`src/rtl/div_3b_seq_pkg.sv`:
```
// Shared constants and state encoding for the
// sequential restoring divider.
package div_3b_seq_pkg;
  localparam int WIDTH = 3;
  localparam int CNT_W = $clog2(WIDTH);

  typedef enum logic [1:0] {
    IDLE = 2'd0,
    CALC = 2'd1,
    DONE = 2'd2
  } state_t;
endpackage

```
`src/rtl/div_3b_seq_bla.sv`:
```
// bla_sub: N-bit borrow-lookahead subtractor, a - b.
// Ports: a, b (N) in; diff (N), borrow (a < b) out.
module bla_sub #(
  parameter int N = 4
) (
  input  logic [N-1:0] a,
  input  logic [N-1:0] b,
  output logic [N-1:0] diff,
  output logic         borrow
);

  logic [N-1:0] g;
  logic [N-1:0] p;
  logic [N:0]   c;
  logic         acc;
  logic         pp;

  assign g = a & ~b;
  assign p = a ^ ~b;

  // Each carry is a flat sum of generate terms
  // gated by the propagate run above them; the
  // carry-in of 1 completes a + ~b + 1.
  always_comb begin
    c    = '0;
    acc  = 1'b0;
    pp   = 1'b1;
    c[0] = 1'b1;
    for (int i = 1; i <= N; i++) begin
      acc = 1'b0;
      pp  = 1'b1;
      for (int j = i - 1; j >= 0; j--) begin
        acc = acc | (pp & g[j]);
        pp  = pp & p[j];
      end
      c[i] = acc | pp;
    end
  end

  assign diff   = p ^ c[N-1:0];
  assign borrow = ~c[N];

endmodule

```
`src/rtl/div_3b_seq.sv`:
```
// div_3b_seq: restoring divider, one quotient bit per clock.
// Ports: clk, rst_n, start, A, B in; busy, done, Q, R, div_by_zero out.
module div_3b_seq
  import div_3b_seq_pkg::*;
(
  input  logic             clk,
  input  logic             rst_n,
  input  logic             start,
  input  logic [WIDTH-1:0] A,
  input  logic [WIDTH-1:0] B,
  output logic             busy,
  output logic             done,
  output logic [WIDTH-1:0] Q,
  output logic [WIDTH-1:0] R,
  output logic             div_by_zero
);

  state_t           state;
  state_t           state_nxt;
  logic [WIDTH:0]   rem;
  logic [WIDTH:0]   shifted;
  logic [WIDTH:0]   diff;
  logic [WIDTH:0]   rem_nxt;
  logic [WIDTH-1:0] dvd;
  logic [WIDTH-1:0] dvs;
  logic [WIDTH-1:0] quo;
  logic [WIDTH-1:0] quo_nxt;
  logic [CNT_W-1:0] cnt;
  logic             borrow;
  logic             accept;
  logic             b_zero;

  assign shifted = {rem[WIDTH-1:0], dvd[WIDTH-1]};

  bla_sub #(
    .N(WIDTH + 1)
  ) u_sub (
    .a     (shifted),
    .b     ({1'b0, dvs}),
    .diff  (diff),
    .borrow(borrow)
  );

  assign rem_nxt = borrow ? shifted : diff;
  assign quo_nxt = {quo[WIDTH-2:0], ~borrow};
  assign accept  = (state == IDLE) && start;
  assign b_zero  = (B == '0);

  always_ff @(posedge clk or negedge rst_n) begin
    if (!rst_n) state <= IDLE;
    else        state <= state_nxt;
  end

  always_comb begin
    state_nxt = state;
    busy      = 1'b0;
    done      = 1'b0;
    unique case (1'b1)
      (state == IDLE): begin
        if (start)
          state_nxt = b_zero ? DONE : CALC;
      end
      (state == CALC): begin
        busy = 1'b1;
        if (cnt == '0) state_nxt = DONE;
      end
      (state == DONE): begin
        busy      = 1'b1;
        done      = 1'b1;
        state_nxt = IDLE;
      end
      default: state_nxt = IDLE;
    endcase
  end

  always_ff @(posedge clk or negedge rst_n) begin
    if (!rst_n) begin
      rem         <= '0;
      dvd         <= '0;
      dvs         <= '0;
      quo         <= '0;
      cnt         <= '0;
      Q           <= '0;
      R           <= '0;
      div_by_zero <= 1'b0;
    end else if (accept) begin
      if (b_zero) begin
        Q           <= '1;
        R           <= A;
        div_by_zero <= 1'b1;
      end else begin
        dvd <= A;
        dvs <= B;
        rem <= '0;
        quo <= '0;
        cnt <= CNT_W'(WIDTH - 1);
      end
    end else if (state == CALC) begin
      rem <= rem_nxt;
      quo <= quo_nxt;
      dvd <= {dvd[WIDTH-2:0], 1'b0};
      if (cnt != '0) begin
        cnt <= cnt - 1'b1;
      end else begin
        // Remainder is below the divisor, so
        // its top bit is always clear here.
        Q           <= quo_nxt;
        R           <= rem_nxt[WIDTH-1:0];
        div_by_zero <= 1'b0;
      end
    end
  end

endmodule

```
`config.mk`:
```
export PLATFORM = sky130hd
export DESIGN_NAME = div_3b_seq
export DESIGN_NICKNAME = d
export VERILOG_FILES = /design/src/rtl/div_3b_seq_pkg.sv /design/src/rtl/div_3b_seq_bla.sv /design/src/rtl/div_3b_seq.sv
export SDC_FILE = /design/constraint.sdc
export NUM_CORES = 1
export LEC_CHECK = 0
export ABC_CLOCK_PERIOD_IN_PS = 2000
export CAP_MARGIN = 30
export CORE_ASPECT_RATIO = 0.75
export CORE_MARGIN = 1
export CORE_UTILIZATION = 60
export CTS_CLUSTER_SIZE = 8
export DETAILED_ROUTE_END_ITERATION = 7
export DONT_BUFFER_PORTS = 1
export PLACE_DENSITY_LB_ADDON = 0.25
export SLEW_MARGIN = 20
export SYNTH_ARGS = -nofsm -noshare
export SYNTH_HDL_FRONTEND = slang
export SYNTH_SLANG_ARGS = --single-unit
```
`constraint.sdc`:
```
create_clock -name clk -period 2 [get_ports clk]
set_clock_uncertainty 0.15 [all_clocks]
set_input_delay 0.6 -clock clk [delete_from_list [all_inputs] [get_ports clk]]
set_output_delay 0.6 -clock clk [all_outputs]
set_load 0.005 [all_outputs]
```
# --- Yosys cells after proc, flatten, opt, wreduce, memory -nomap -nowiden ---
# Cells that the tools add are included.
op_classes:
  mux: 32
  n_eq_ne: 7
  reduce_logical: 13
  shifts: 0
  mul: 0
  n_bitwise: 20
  n_addsub: 1
  div_mod_pow: 0
  n_lt_le_gt_ge: 0
ops:
  columns: ["op", "count"]
  rows:
  - ["3-bit two-way mux", 15]
  - ["2-bit two-way mux", 10]
  - ["1-bit AND", 8]
  - ["1-bit bitwise OR", 7]
  - ["1-bit two-way mux", 6]
  - ["2-bit inequality test (second input constant)", 3]
  - ["2-bit AND reduction", 3]
  - ["3-bit AND reduction", 2]
  - ["2-bit nonzero test", 3]
  - ["4-bit AND", 1]
  - ["2-bit logical NOT", 2]
  - ["2-bit by 1-bit inequality test with 1-bit output (second input constant)", 2]
  - ["3-bit NOT with 4-bit output", 1]
  - ["2-bit case mux with 2 select lines", 1]
  - ["4-bit bitwise XOR", 1]
  - ["3-bit logical NOT", 1]
  - ["3-bit bitwise XOR", 1]
  - ["2-bit by 1-bit equality test with 1-bit output (second input constant)", 1]
  - ["2-bit equality test (second input constant)", 1]
  - ["2-bit OR reduction", 1]
  - ["2-bit by 1-bit subtractor with 2-bit output (second input constant)", 1]
  - ["1-bit logical AND", 1]
  - ["1-bit NOT", 1]
totals:
  elab_cells: 82
  latchBits: 0
  inputBits: 9
  ramBits: 0
  memories: 0
  regBits: 22
  rom_bits: 0
  output_inout_bits: 9

# --- Longest topological paths before layout ---
# Gate-level depths: netlist (run 1).
logic_depth:
  word_depth: 11
  depth_mapped: 8
  ltp_nobuf: 6

# --- Cells and area by module ---
# A second synthesis (run 1) with hierarchy kept.
hier_totals:
  cells_unflattened: 107
  hier_area_um2: 1212.4
modules_own_cells:
  columns: ["module", "cells_per_inst", "area_per_inst_um2", "instances"]
  rows:
  - ["div_3b_seq", 87, 1066.0, 1]
  - ["bla_sub", 20, 146.4, 1]

# --- Worst setup path after synthesis (run 1) ---
# Ideal clock, no wire load.
synth_path:
  path_type: "input to register"
  from: "input B[1]"
  to: "register R[1]"
  path_stages: 6
  required_ps: 1719
  arrival_ps: 1608
  setup_slack_ps: 111
  path_cell_list: "or3_4 buf_6 a2bb2o_4 buf_6 mux2i_1 a31oi_1"
synth_between:
  elab_chain_len: 3
synth_rtl:
  columns: ["item", "line_no", "rtl"]
  rows:
  - ["from (decl)", "div_3b_seq.sv:10", "input logic [WIDTH-1:0] B,"]
  - ["3-bit logical NOT", "div_3b_seq.sv:47", "assign b_zero = (B == '0);"]
  - ["2-bit by 1-bit inequality test with 1-bit output (no line)", null, null]
  - ["3-bit AND reduction (no line)", null, null]
  - ["to (signal assigned)", "div_3b_seq.sv:108", "R <= rem_nxt[WIDTH-1:0];"]
  - ["to (decl)", "div_3b_seq.sv:14", "output logic [WIDTH-1:0] R,"]
# No other way between the ends.
# A chain may end at the register's enable or synchronous reset.

# --- Worst setup path in the final report (run 1) ---
layout_path:
  from: "register dvd[2]"
  to: "register R[2]"
layout_between:
  elab_chain_len: 9
  word_cells_on_any_way: 15
layout_rtl:
  columns: ["item", "line_no", "rtl"]
  rows:
  - ["from (decl)", "div_3b_seq.sv:24", "logic [WIDTH-1:0] dvd;"]
  - ["from (signal assigned)", "div_3b_seq.sv:101", "dvd <= {dvd[WIDTH-2:0], 1'b0};"]
  - ["4-bit AND", "div_3b_seq_bla.sv:18", "assign g = a & ~b;"]
  - ["1-bit AND", "div_3b_seq_bla.sv:33", "acc = acc | (pp & g[j]);"]
  - ["1-bit bitwise OR", "div_3b_seq_bla.sv:33", null]
  - ["1-bit bitwise OR", "div_3b_seq_bla.sv:36", "c[i] = acc | pp;"]
  - ["3-bit bitwise XOR", "div_3b_seq_bla.sv:40", "assign diff = p ^ c[N-1:0];"]
  - ["3-bit two-way mux (*)", "div_3b_seq.sv:44", "assign rem_nxt = borrow ? shifted : diff;"]
  - ["3-bit two-way mux (*)", "div_3b_seq.sv:102", "if (cnt != '0) begin"]
  - ["3-bit two-way mux (*)", "div_3b_seq.sv:98", "end else if (state == CALC) begin"]
  - ["3-bit two-way mux (*)", "div_3b_seq.sv:86", "end else if (accept) begin"]
# Every way passes the cells marked *; elsewhere a longest branch is shown, timed or not. The select of a mux whose other input is x is not followed.

==> flow_metrics.tcl, run 1 <==
set metrics [dict create \
    ys_ff_latch 22 \
    drive_gt1_frac 0.1382 \
    rows 13 \
    end_kind "register" \
    synthToLayoutAreaGrowth_pct 8.920 \
    irDropWorstVdd_mv 0.9780 \
    cp_slowest_cell "dfrtp_1" \
    layout_commonest_cell "dfrtp_1" \
    clk_pin_slew_ps 120 \
    initial_core_util 0.6604 \
    yosys_warnings 0 \
    numCtsBuffers 3 \
    grt-ovfl-total 0 \
    coreArea_um2 1805 \
    fin_area_um2 1299 \
    cts_tree "built" \
    clock_path_buffers 2 \
    drt-total-wl_mm 2.200 \
    clock_latency_ps 320 \
    status "finished clean" \
    fin_setup_tns_ps 0 \
    hp-start "B[0]" \
    hold_depth 1 \
    r2r-end "R[2]$_DFFE_PN0P_" \
    detail_route.vias_per_cell 5.924 \
    multi_input_area_um2 571.8 \
    mostFrequentLayoutCells "dfrtp_1, nand2_1, inv_1" \
    io_buffers 0 \
    grt_usage 0.2423 \
    grt_pass1_vias 787 \
    synth_top_family_by_area "compound AO/OA/AOI/OAI gates" \
    p_per_area_nw_per_um2 1621 \
    path_cells "inv_1 -> ha_1 -> o21a_1 -> or4_1 -> nand4_1 -> a21oi_1" \
    regArea_um2 550.5 \
    synth-compound-area-share 0.2025 \
    rsz0062_at_grt "no" \
    grt_max_degree 23 \
    holdPathEnd "dvs[0]$_DFFE_PN0P_" \
    muxShareOfSynthArea 0.05247 \
    dp_hpwl_mm 1.651 \
    drt_first_pass_iters 4 \
    die_h_um 40.61 \
    critPathTopFamily "simple AND/OR/NAND/NOR gates" \
    drt_iter0_markers 19 \
    clock_sinks 22 \
    cp_data_arrival_time_ps 1950 \
    start_kind "register" \
    syn_area_per_cell_um2 10.28 \
    fin_crit_ps 1878 \
    syn_nets 133 \
    drc 0 \
    finalWeightedCongestion 0.7834 \
    synth.distinct_cells 36 \
    cp_slowest_stage_delay_ps 440 \
    maxSlewHeadroom 0.8481 \
    pre_cts_ws_ps 121.1 \
    setup_violations 0 \
    synth.cell_area_um2 1192 \
    finalHoldViolCount 0 \
    required_ps 2070 \
    grt_pass1_wl_mm 3.505 \
    crit_buf_inv 1 \
    yosys.area_share.simple 0.1312 \
    synthCells 116 \
    yosysSeqAreaShare 0.4617 \
    hold_class "input port to register" \
    nets 141 \
    crit_fanout 4 \
    die_w_um 53.48 \
    reg2reg_from "dvd[2]$_DFFE_PN0P_" \
    synth_adder_area_share 0.08395 \
    fin_cells 145 \
    place_area_um2 1211 \
    setup_slack_ps 121.7 \
    ant_nets 0 \
    fin_crit_sh 0.9391 \
    antenna_found_initial 0 \
    report.final.slew_viol_count 0 \
    rr_worst_depth 6 \
    root_buffer "clkbuf_4" \
    power.total_mw 2.106 \
    synth_xor_area_frac 0.007345 \
    fmax_mhz 532.4 \
    via_count 859 \
    tightest_slew_ps 221.5 \
    drv_cap 0 \
    wl_per_cell_um 15.17 \
    n_antenna_cell 0 \
    r2r_setup_slack_ps 120 \
    dp.cells 137 \
    critPathKind "register to register" \
    p_leak_nw 0.6056 \
    fillers 134 \
    die_area_um2 2171 \
    ctsHtreeMaxLevel 1 \
    pin_count 18 \
]
[synthesized netlist by cell type, drive strengths merged]
cell | number | share of area
dfrtp | 22 | 0.46
nand2 | 14 | 0.044
buf | 4 | 0.029
ha | 8 | 0.084
xnor2 | 1 | 0.0073
inv | 9 | 0.028
o31ai | 1 | 0.0063
nor2 | 6 | 0.019
a21o | 1 | 0.0063
o21ai | 10 | 0.042
and2 | 1 | 0.0052
nand2b | 2 | 0.010
a221o | 1 | 0.0084
nor3 | 2 | 0.0084
a21oi | 7 | 0.029
o211ai | 1 | 0.0063
or3 | 2 | 0.015
mux2i | 5 | 0.052
a22o | 5 | 0.038
a2bb2o | 1 | 0.017
o21a | 2 | 0.013
a2bb2oi | 1 | 0.0073
clkbuf | 1 | 0.0031
or4 | 1 | 0.0063
nor2b | 1 | 0.0052
a21boi | 1 | 0.016
nand4 | 1 | 0.0052
a31oi | 1 | 0.0052
a32o | 1 | 0.0084
nand3 | 3 | 0.013
[metal layers]
metal / vias to the layer above / share of wire / GRT usage
met1: 411 / 0.47 / 0.3147
met5: - / 0 / 0
met3: 2 / 0.070 / 0.1023
li1: 420 / - / -
met2: 26 / 0.46 / 0.3656
met4: 0 / 0.0068 / 0.07895
[state kept, by name, summed over array words and instances (netlist names)]
| name | flops |
|---|---|
| Q | 3 |
| R | 3 |
| cnt | 2 |
| div_by_zero | 1 |
| dvd | 3 |
| dvs | 3 |
| quo | 2 |
| rem | 3 |
| state | 2 |
[worst register-to-register path, stage by stage (launching register included)]
cell and delay (ps):
dfrtp_1 440, inv_1 60, ha_1 330, o21a_1 190
or4_1 400, nand4_1 140, a21oi_1 80
[layout make-up]
type	count	area share
multi-input cells	80	0.4403
well taps	22	0.02119
clock buffers	4	0.02794
inverters	9	0.02601
repair buffers	8	0.06069
flip-flops and latches	22	0.4239
[kinds of logic (layout without fill, tap and decap cells)]
kind of cell,after synthesis,after routing
mux,5,5
simple gates,33,33
buf+inv,14,21
xor+xnor,1,1
flops,22,22
compound gates,33,33
fa+ha+maj,8,8
[report_power, final]
| part | switching [mW] | internal [mW] |
|---|---|---|
| sequential | 0.133 | 0.638 |
| combinational | 0.564 | 0.523 |
| clock | 0.137 | 0.111 |
| total | 0.834 | 1.27 |
[through the flow]
| stage | util | hold WS [ps] |
|---|---|---|
| after floorplan | - | 154.4 |
| after global placement | 0.6708 | 154.9 |
| after detailed placement | 0.6708 | 154.8 |
| after CTS | 0.6965 | 263.7 |
| after global routing | 0.7193 | 261.8 |
| final | 0.7193 | 269.7 |
[how the worst max path moves through the flow]
stage	start	to	slack, ps	cells after the start
after global placement	dvd[2]$_DFFE_PN0P_	rem[2]$_DFFE_PN0P_	160	6
after detailed placement	state[1]$_DFFE_PN0P_	quo[0]$_DFFE_PN0P_	120	5
after CTS	state[1]$_DFFE_PN0P_	quo[0]$_DFFE_PN0P_	80	5
after floorplan	B[1]	R[1]$_DFFE_PN0P_	110	6
after global routing	dvd[2]$_DFFE_PN0P_	rem[0]$_DFFE_PN0P_	6	6
final	dvd[2]$_DFFE_PN0P_	R[2]$_DFFE_PN0P_	120	6
[timing repair]
action / 4_1_cts / 5_1_grt
hold buffers: 1 / 0
setup buffers: 0 / 2
hold endpoints to repair: 22 / 0
gates resized for setup: 0 / 1
endpoints found under the setup margin: 0 / 10
Power figures use the tool's default switching activity.
==> inputs of run 2 (changes only) <==
--- a/config.mk
+++ b/config.mk
@@ -5,7 +5,7 @@
 export SDC_FILE = /design/constraint.sdc
 export NUM_CORES = 1
 export LEC_CHECK = 0
-export ABC_CLOCK_PERIOD_IN_PS = 2000
+export ABC_CLOCK_PERIOD_IN_PS = 2100
 export CAP_MARGIN = 30
 export CORE_ASPECT_RATIO = 0.75
 export CORE_MARGIN = 1
==> constraint.sdc (replaced) <==
create_clock -name clk -period 2.1 [get_ports clk]
set_clock_uncertainty 0.15 [all_clocks]
set_input_delay 0.63 -clock clk [delete_from_list [all_inputs] [get_ports clk]]
set_output_delay 0.63 -clock clk [all_outputs]
set_load 0.005 [all_outputs]
==> run 2 against run 1 <==
Effect of this change:
- die area did not move
- final area is 3.5% lower
- sequential power decreased by 4.5%
- global-route usage rose by 0.56 points
- cell count shrank 3.4%
- total power is 4.9% lower
- clock power grew 33%
- via count rose by 1.7%
- critical path depth is the same
- first-iteration DRC count decreased by 37%
- maximum frequency fell by 2.3%
- count of clock-buffer cells in the layout down 1
- critical path type unchanged
- largest cell class unchanged
==> flow_metrics.tcl, run 2 (synthesis gave the netlist of run 1 again) <==
set metrics [dict create \
    drive_gt1_frac 0.1017 \
    hold_class "input port to async pin" \
    nets 136 \
    cp_slowest_cell "mux2i_4" \
    irDropWorstVdd_mv 1.084 \
    report.final.slew_viol_count 0 \
    whs_ps 92.60 \
    finalWeightedCongestion 0.8626 \
    end_kind "register" \
    fin_crit_sh 0.9155 \
    coreArea_um2 1805 \
    drv_cap 0 \
    pin_count 18 \
    power.total_mw 2.001 \
    die_area_um2 2171 \
    post-cts-setup-buffers 0 \
    status "finished clean" \
    required_ps 2180 \
    power_frac_comb 0.467 \
    cp_slowest_stage_delay_ps 460 \
    detail_route.vias_per_cell 6.243 \
    n_antenna_cell 0 \
    synthToLayoutAreaGrowth_pct 5.141 \
    grt-ovfl-total 0 \
    intPower_mw 1.212 \
    drt_iter0_markers 12 \
    finalHoldViolCount 0 \
    setup_slack_ps 177.4 \
    layout_commonest_cell "dfrtp_1" \
    dp_hpwl_mm 1.690 \
    rr_worst_depth 6 \
    fin_area_um2 1254 \
    cts_tree "built" \
    ctsHtreeMaxLevel 1 \
    swShare 0.3945 \
    reg2reg_from "state[0]$_DFFE_PN0P_" \
    io_buffers 0 \
    antenna_found_initial 0 \
    grt_usage 0.2479 \
    place_area_um2 1196 \
    start_kind "register" \
    initial_core_util 0.6604 \
    fillers 149 \
    rows 13 \
    critPathKind "register to register" \
    fin_cells 140 \
    multi_input_area_um2 569.3 \
    p_seq_frac 0.368 \
    die_h_um 40.61 \
    p_switching_uw 789.6 \
    rsz0062_at_grt "no" \
    numCtsBuffers 3 \
    cp_data_arrival_time_ps 2000 \
    fin_crit_ps 1923 \
    fin_setup_tns_ps 0 \
    crit_fanout 13 \
    path_cells "inv_1 -> ha_1 -> and2_1 -> mux2i_4 -> nand2_1 -> o31ai_1" \
    utilization 0.6944 \
    critical_path.endpoint "rem[1]$_DFFE_PN0P_" \
    clk_pin_slew_ps 130 \
    fmax_mhz 520.1 \
    grt_pass1_wl_mm 3.539 \
    dp.cells 135 \
    clock_latency_ps 320 \
    drt_first_pass_iters 4 \
    crit_buf_inv 1 \
    grt_max_degree 23 \
    cts_resized 0 \
    ant_nets 0 \
    setup_violations 0 \
    ctsHoldBuffers 1 \
    power_frac_clock 0.165 \
    grt_pass1_vias 822 \
    pre_cts_ws_ps 176.8 \
    critPathTopFamily "multiplexers" \
    clock_path_buffers 2 \
    wl_per_cell_um 15.99 \
    r2r_setup_slack_ps 180 \
    p_leak_nw 0.5832 \
    die_w_um 53.48 \
    maxSlewHeadroom 0.6768 \
    cp_num_cells 6 \
    r2r-end "rem[1]$_DFFE_PN0P_" \
    clock_sinks 22 \
    root_buffer "clkbuf_4" \
    mostFrequentLayoutCells "dfrtp_1, nand2_1, inv_1" \
    drc 0 \
    tightest_slew_ps 484.9 \
    worstSetupStartpoint "state[0]$_DFFE_PN0P_" \
    p_per_area_nw_per_um2 1596 \
    via_count 874 \
    regArea_um2 550.5 \
    drt-total-wl_mm 2.239 \
]
[run 2: cell type report]
| cell class | instances | area share |
|---|---|---|
| clock inverters | 1 | 0.02395 |
| repair buffers | 3 | 0.01597 |
| inverters | 9 | 0.02695 |
| multi-input cells | 80 | 0.4541 |
| well taps | 22 | 0.02196 |
| clock buffers | 3 | 0.01796 |
| flip-flops and latches | 22 | 0.4391 |
[run 2: layer usage]
metal / GRT usage / vias to the layer above / share of wire
met1: 0.3093 / 432 / 0.46
li1: - / 414 / -
met2: 0.4219 / 26 / 0.46
met4: 0.05263 / 0 / 0.0054
met3: 0.08333 / 2 / 0.076
met5: 0 / - / 0
[run 2: worst min path at each step]
stage | start | endpoint | cells after the start | slack [ps]
4_1_cts | B[0] | dvs[0]$_DFFE_PN0P_ | 1 | 290
3_5_place_dp | rst_n | R[2]$_DFFE_PN0P_ | 0 | 180
3_3_place_gp | rst_n | dvd[1]$_DFFE_PN0P_ | 0 | 180
6_report | rst_n | R[2]$_DFFE_PN0P_ | 1 | 90
5_1_grt | rst_n | R[2]$_DFFE_PN0P_ | 1 | 130
2_1_floorplan | rst_n | Q[0]$_DFFE_PN0P_ | 0 | 180
[run 2: power by group through the flow]
stage	logic (mW)	clock network (mW)	registers [mW]
detailed placement	0.926	0	0.747
finish	0.935	0.331	0.736
floorplan	0.774	0	0.709
global route	1.05	0.349	0.765
global placement	0.871	0	0.737
CTS	0.938	0.333	0.738
